### src/rtl/uart_pkg.sv
// uart_pkg: shared FSM encoding, default sizing and clog2 helper for the UART TX arbiter.
package uart_pkg;
   localparam int NREQ_DEF = 4;
   localparam int DW_DEF   = 4;
   localparam int TMO_DEF  = 15;

   typedef enum logic [1:0] {
      IDLE      = 2'd0,
      LAUNCH    = 2'd1,
      WAIT_DONE = 2'd2,
      RECOVER   = 2'd3
   } state_t;

   function automatic int clog2(input int n);
      int r = 1;
      for (int i = 1; i < 32; i++) r = ((1 << i) < n) ? i + 1 : r;
      return r;
   endfunction
endpackage

### src/rtl/uart_rr_pick.sv
// uart_rr_pick: combinational winner selection, first valid requester at or after ptr.
module uart_rr_pick #(
   parameter int N  = 4,
   parameter int IW = 2
) (
   input  logic [N-1:0]  valid,
   input  logic [IW-1:0] ptr,
   output logic [IW-1:0] win
);
   logic [N-1:0]  rot;
   logic [IW-1:0] off;
   logic [IW:0]   sum;

   always_comb begin
      rot = N'({valid, valid} >> ptr);
      off = '0;
      for (int k = N - 1; k >= 0; k--) off = rot[k] ? IW'(k) : off;
      sum = {1'b0, ptr} + {1'b0, off};
      win = (sum >= (IW+1)'(N)) ? IW'(sum - (IW+1)'(N)) : sum[IW-1:0];
   end
endmodule

### src/rtl/uart_tx_arbiter.sv
// uart_tx_arbiter: shares one UART transmitter among NREQ requesters with a launch timeout.
// Define UART_ARB_ROUND_ROBIN_EN for round-robin arbitration; default is fixed priority.
module uart_tx_arbiter import uart_pkg::*; #(
   parameter  int NREQ = NREQ_DEF,
   parameter  int DW   = DW_DEF,
   parameter  int TMO  = TMO_DEF,
   localparam int IW   = clog2(NREQ)
) (
   input  logic              internalclk,
   input  logic              RESETN,
   input  logic [NREQ-1:0]   req_valid,
   input  logic [NREQ*DW-1:0] req_data,
   output logic [NREQ-1:0]   req_ready,
   output logic [NREQ-1:0]   req_done,
   output logic              tx_start,
   output logic [DW-1:0]     tx_din,
   input  logic              tx_busy,
   output logic [IW-1:0]     grant_id,
   output logic              active,
   output logic              err
);
   state_t        state;
   logic [7:0]    cnt;
   logic [IW-1:0] ptr;
   logic [IW-1:0] win;
   logic [DW-1:0] data_a [NREQ];

   for (genvar i = 0; i < NREQ; i++) begin : g_data
      assign data_a[i] = req_data[i*DW +: DW];
   end

   uart_rr_pick #(.N(NREQ), .IW(IW)) u_pick (
      .valid (req_valid),
      .ptr   (ptr),
      .win   (win)
   );

`ifdef UART_ARB_ROUND_ROBIN_EN
   logic [IW-1:0] nxt;
   assign nxt = (grant_id == IW'(NREQ - 1)) ? '0 : grant_id + 1'b1;
   // A timed-out requester is skipped when RECOVER hands back to IDLE.
   always_ff @(posedge internalclk or posedge RESETN)
      if (RESETN) ptr <= '0;
      else if ((state == WAIT_DONE && !tx_busy) || state == RECOVER) ptr <= nxt;
`else
   assign ptr = '0;
`endif

   assign active = (state != IDLE);

   always_ff @(posedge internalclk or posedge RESETN)
      if (RESETN) begin
         state     <= IDLE;
         tx_start  <= 1'b0;
         tx_din    <= '0;
         req_ready <= '0;
         req_done  <= '0;
         grant_id  <= '0;
         err       <= 1'b0;
         cnt       <= '0;
      end else begin
         req_ready <= '0;
         req_done  <= '0;
         err       <= 1'b0;
         case (state)
            IDLE: if (|req_valid && !tx_busy) begin
               state     <= LAUNCH;
               tx_start  <= 1'b1;
               tx_din    <= data_a[win];
               req_ready <= NREQ'(1) << win;
               grant_id  <= win;
               cnt       <= '0;
            end
            LAUNCH: if (tx_busy) begin
               state    <= WAIT_DONE;
               tx_start <= 1'b0;
            end else begin
               cnt <= (cnt == 8'(TMO)) ? cnt : cnt + 8'd1;
               if (cnt + 8'd1 >= 8'(TMO)) begin
                  state    <= RECOVER;
                  tx_start <= 1'b0;
                  err      <= 1'b1;
               end
            end
            WAIT_DONE: if (!tx_busy) begin
               state    <= IDLE;
               req_done <= NREQ'(1) << grant_id;
            end
            default: state <= IDLE;
         endcase
      end
endmodule

### config.mk
export PLATFORM = sky130hd
export DESIGN_NAME = uart_tx_arbiter
export DESIGN_NICKNAME = d
export VERILOG_FILES = /design/src/rtl/uart_pkg.sv /design/src/rtl/uart_rr_pick.sv /design/src/rtl/uart_tx_arbiter.sv
export SDC_FILE = /design/constraint.sdc
export NUM_CORES = 1
export LEC_CHECK = 0
export ABC_AREA = 1
export CAP_MARGIN = 10
export CORE_UTILIZATION = 42
export DETAILED_ROUTE_END_ITERATION = 10
export PLACE_DENSITY = 0.92
export RECOVER_POWER = 25
export SLEW_MARGIN = 20
export SYNTH_ARGS = -nofsm -noshare
export SYNTH_HDL_FRONTEND = slang
export SYNTH_SLANG_ARGS = --single-unit
### constraint.sdc
create_clock -name internalclk -period 2 [get_ports internalclk]
set_input_delay 0.4 -clock internalclk [delete_from_list [all_inputs] [get_ports internalclk]]
set_output_delay 0.4 -clock internalclk [all_outputs]
set_load 0.03 [all_outputs]
Yosys cells after proc, flatten, opt, wreduce, memory -nomap -nowiden
Index checks and enable logic that the tools add are counted.

Flip-flop bits (word level): 56. Output and inout bits: 47. Logic and storage cells: 62.

Add/subtract/negate cells: 2. Magnitude comparators: 3. Eq/ne operators: 8. Shift-type cells: 2. Muxes and demuxes: 28. Bitwise logic cells: 1. Reduce and logical (&&, ||, !) cells: 10.

Operators with widths (number): 32-bit 2-to-1 mux (4); 1-bit by 32-bit << shifter with 4-bit output (first input constant) (2); 33-bit by 3-bit >= comparator with 1-bit output (second input constant) (1); 32-bit NOT with 33-bit output (1); 32-bit by 3-bit >= comparator with 1-bit output (second input constant) (1); 32-bit by 3-bit subtractor with 32-bit output (second input constant) (1); 4-bit 2-to-1 mux (6); 8-bit 2-to-1 mux (3); 8-bit case mux with 2 select lines (1); 2-bit 2-to-1 mux (5); 8-bit by 1-bit adder with 8-bit output (second input constant) (1); 4-bit binary-select mux with 2-bit select (1); 8-bit by 4-bit == test with 1-bit output (second input constant) (1); 8-bit by 4-bit >= comparator with 1-bit output (second input constant) (1); 2-bit != test (second input constant) (4); 1-bit 2-to-1 mux (6); 2-bit case mux with 3 select lines (1); 3-bit AND reduction (2); 4-bit AND reduction (1); 2-bit nonzero test (2); 4-bit OR reduction (1); 3-bit != test (second input constant) (1); 2-bit by 1-bit == test with 1-bit output (second input constant) (1); 2-bit == test (second input constant) (1); other kinds (5) (5).

Depth between registers and ports, before layout
Gate-level depths: netlist (run 1).

Depth in word-level cells: 10. Gate-level depth with buffers: 11. Gate-level depth less buffers: 11.

Modules after synthesis
From an unflattened synthesis (run 1), not the netlist that was laid out.

Cells, all modules: 917. Area, all modules: 5363.9 um^2.

By module, submodules not included: uart_tx_arbiter (instances 1, cells an instance 322, area an instance 2688.8 um^2, sequential area each 1401.3 um^2); uart_rr_pick (instances 1, cells an instance 595, area an instance 2675.1 um^2, sequential area each 0.0 um^2).

Worst setup path before layout (run 1)
Ideal clock, no wire load.

Path kind: reg-to-reg. From: register cnt[1]. To: register cnt[0]. Setup time: 0.122 ns. Arrival time: 1.305 ns. Data required time: 1.878 ns. Setup slack: 0.573 ns. Stages on the path, launching flop included: 8. Path buffers: 1. Clock period less this slack: 1.427 ns. Cells stage by stage: dfrtp_1 > ha_1 > nand4_1 > o21ai_2 > nand2_2 > buf_6 > nand3_1 > o21ai_1.

Cells in the longest elaborated chain, start to end: 3.

Ends and longest elaborated chain: start: declaration (line uart_tx_arbiter.sv:23) `logic [7:0] cnt;`; start signal: assignment (line uart_tx_arbiter.sv:78) `cnt <= (cnt == 8'(TMO)) ? cnt : cnt + 8'd1;`; 8-bit by 4-bit == test with 1-bit output (line uart_tx_arbiter.sv:78); 2-bit != test (no source line); 4-bit AND reduction (no source line).

Every way passes these cells. A chain may end at the register's enable or synchronous reset.

Worst setup path after layout (run 1)
From: register grant_id[1]. To: output port grant_id[1].

RTL lines: start: declaration (line uart_tx_arbiter.sv:18) `output logic [IW-1:0] grant_id,`; start signal: assignment (line uart_tx_arbiter.sv:71) `grant_id <= win;`.

No word-level cell between the ends.

==> metrics.csv, run 1 <==
stage,metric,value,unit
final_layout,post-route cell area,2050,sq um
grt,first-pass GRT wire length,5.09,mm
synthesis,"top cells by area, synth","dfrtp_1, buf_4, nand2_1",
sta,Max-slew headroom,58.9,%
synthesis,Post-synth top cells,"nand2_1, buf_4, dfrtp_1, inv_1, nand3_1",
route,Antenna Nets Post-Route,0,
clock_network,CTS Root Cell,clkbuf_8,
sta,setup TNS,0,ns
floorplan,core area,3690,sq um
placement,Detailed Place HPWL,2.40,mm
route,DRC viols,0,
synthesis,ys async rst share,100,%
final_layout,fin nets,274,
final_layout,layout cell share with drive strength beyond 1,10.5,%
sta,PnR worst setup slack,0.188,ns
grt,largest net degree at the start of global routing,27,
synthesis,Yosys warnings,0,
synthesis,largest family of logic cells by synthesized area,simple AND/OR/NAND/NOR gates,
route,drt pass-1 iters,4,
critical_path,"Largest stage delay, worst path",0.71,ns
floorplan,site row count,22,
power_and_ir_drop,worst vdd ir,0.409,mV
floorplan,IO Pins,70,
critical_path,CP startpoint kind,flop,
placement,DP Cell Count,292,
floorplan,Die W,64.2,microns
critical_path,"Arr. time, crit path",1.41,ns
synthesis,Post-Syn Area,1630,sq um
sta,RSZ-0062 raised after global routing,no,
critical_path,Worst Path Buf+Inv,1,
synthesis,post-synth top area cell,dfrtp_1,
power_and_ir_drop,P per Cell Area,1050,nW/um^2
placement,IO Port Bufs,39,
min_path,HP Start,tx_din[0],
clock_network,CTS sink cnt,26,
synthesis,Post-Syn Instances,204,
critical_path,"CP delay by family, top",buffers and inverters,
grt,vias in the first global route,1204,
clock_network,CTS buffer count,3,
min_path,Hold Crit Depth,2,
final_layout,Final Util,55.5,%
sta,# setup viols final,0,
floorplan,initial core utilization,44.1,%
synthesis,Post-Synth XOR/XNOR Area,0,%
floorplan,Die ar.,4130,sq um
route,Vias,1384,
grt,total grt overflow,0,
clock_network,clk buf depth,2,
placement,DP Area,1980,sq um
critical_path,RR Startpoint,cnt[1],
synthesis,Synth Area per Inst,7.97,sq um
synthesis,post-synthesis compound-gate area fraction,11.2,%
critical_path,WP data required,1.60,ns
clock_network,Clock transition at path regs,0.09,ns
clock_network,H-tree Lvls,1,
synthesis,Synth cell types,27,
grt,GRT Overall Usage,15.7,%
critical_path,crit path kind,flop to output pin,
job,max_cap viols,0,
final_layout,ANT cells,0,
floorplan,Die Ht,64.2,microns
synthesis,Synth Area in Adders,1.54,%
critical_path,"reg-to-reg slack, setup",0.26,ns
synthesis,Synth Area in Simple Gates,24.3,%
placement,GP Congestion,0.844,
placement,Post-Place Worst Slack,0.110,ns
final_layout,area grow syn2layout,25.9,%
critical_path,CP Max Fanout,5,
critical_path,crit end category,output pin,
sta,Slew Limit Fails,0,
synthesis,sequential element share of the synthesized area,40.0,%
critical_path,cell depth of the worst flop-to-flop path,6,
outcome,status,completed,
sta,Fin Hold WS,0.494,ns
critical_path,FF-to-FF End,cnt[2],
sta,min cycle time layout,1.81,ns
route,Routed WL,3.04,mm
final_layout,Non-Filler Instances,296,
clock_network,"Clk Latency, worst-skew pair",0.27,ns
clock_network,CTS tree,yes,
critical_path,cell type of the slowest stage on the worst timing path,clkdlybuf4s50_1,
power_and_ir_drop,"Power, Total",2.14,mW
sta,highest clock rate,552,MHz
synthesis,dominant synthesized flop cell,dfrtp_1,
synthesis,Post-synth EDFFs,0,
synthesis,Seq cells post-synth,26,
min_path,WHS Endpoint,tx_din[0],
grt,initial antenna violation count,0,
sta,final hold violations,0,
route,number of DRC markers in iteration 0,55,
sta,clk_skew,0.00341,ns
power_and_ir_drop,leak pwr,0.982,nW
synthesis,"count leader, synth",nand2_1,
sta,slew of the pin with the lowest slew margin,0.616,ns
route,WL/cell,10.3,microns
critical_path,crit path cell chain,clkdlybuf4s50_1,
route,vias per inst,4.68,
min_path,Tightest Hold Check Type,flop to flop,
synthesis,mux contribution to synthesized area,0,%
sta,"Period Utilization, post-route",90.6,%
synthesis,post-synth top area share,40.0,%
[routing by layer]
layer	global-route usage (%)	vias up	wire [microns]
met1	18.7	637	1360
li1	-	688	-
met4	9.17	0	56
met2	27.3	54	1450
met5	0	-	0
met3	1.79	5	168
[how the worst max path moves through the flow]
stage,endpoint,start,depth (start not counted)
after global routing,cnt[2],cnt[1],6
after detailed placement,tx_din[0],req_valid[2],7
after CTS,active,state[1],3
after floorplan,cnt[0],cnt[1],7
after global placement,tx_din[0],req_valid[2],7
final,grant_id[1],grant_id[1],1
[cell families (layout without fill, tap and decap cells)]
kind of cell               count (synthesis)  in the layout
other                                      1             30
DFF                                       26             26
AOI/OAI and AO/OA                         31             31
buffers and inverters                     62             77
adders and majority gates                  2              2
and+or+nand+nor                           82             82
[sequential cells by signal, indices dropped and copies added (netlist names)]
register and flops:
req_ready 4, req_done 4, tx_din 4, err 1, cnt 8, state 2
grant_id 2, tx_start 1
[area by class of cell]
| type | instances | area (sq um) |
|---|---|---|
| fillers | 343 | 1640 |
| multi-input cells | 145 | 716 |
| flip-flops and latches | 26 | 651 |
| repair buffers | 44 | 440 |
| inverters | 29 | 110 |
| well taps | 48 | 60.1 |
| clock buffers | 3 | 41.3 |
| clock inverters | 1 | 30.0 |
[where the power goes]
part | leakage, nW | switching (mW) | internal, mW
clock | 0.0357 | 0.164 | 0.268
sequential | 0.347 | 0.101 | 0.645
combinational | 0.600 | 0.613 | 0.354
[cells in the final DEF, fill, tap and decap left out, types with 3 or more instances in the layout]
cell	Yosys	layout
nor2_2	4	4
o22ai_1	4	4
a21oi_1	7	7
nand2_1	37	37
nor4_1	5	5
nor2_1	7	7
clkbuf_8	0	3
o21ai_0	9	9
dfrtp_1	26	26
buf_4	30	3
o21ai_1	7	7
conb_1	1	30
clkdlybuf4s50_1	0	37
inv_1	26	26
nand4_1	3	3
nand3_1	17	17
[what timing repair did]
| item | in CTS | in global routing |
|---|---|---|
| setup buffers | 0 | 0 |
| endpoints found under the setup margin | 0 | 1 |
| hold buffers | 0 | 0 |
| endpoints found under the hold margin | 0 | 0 |
| gates resized for setup | 0 | 1 |
(Power assumes the default switching activity.)
==> run 2: changes to the inputs <==
--- a/config.mk
+++ b/config.mk
@@ -8,6 +8,7 @@
 export ABC_AREA = 1
 export CAP_MARGIN = 10
 export CORE_UTILIZATION = 42
+export CTS_CLUSTER_DIAMETER = 120
 export DETAILED_ROUTE_END_ITERATION = 10
 export PLACE_DENSITY = 0.92
 export RECOVER_POWER = 25
@@ -15,3 +16,4 @@
 export SYNTH_ARGS = -nofsm -noshare
 export SYNTH_HDL_FRONTEND = slang
 export SYNTH_SLANG_ARGS = --single-unit
+export TNS_END_PERCENT = 20
==> results of run 2 <==
No change in the layout: final DEF, timing and power equal those of run 1.
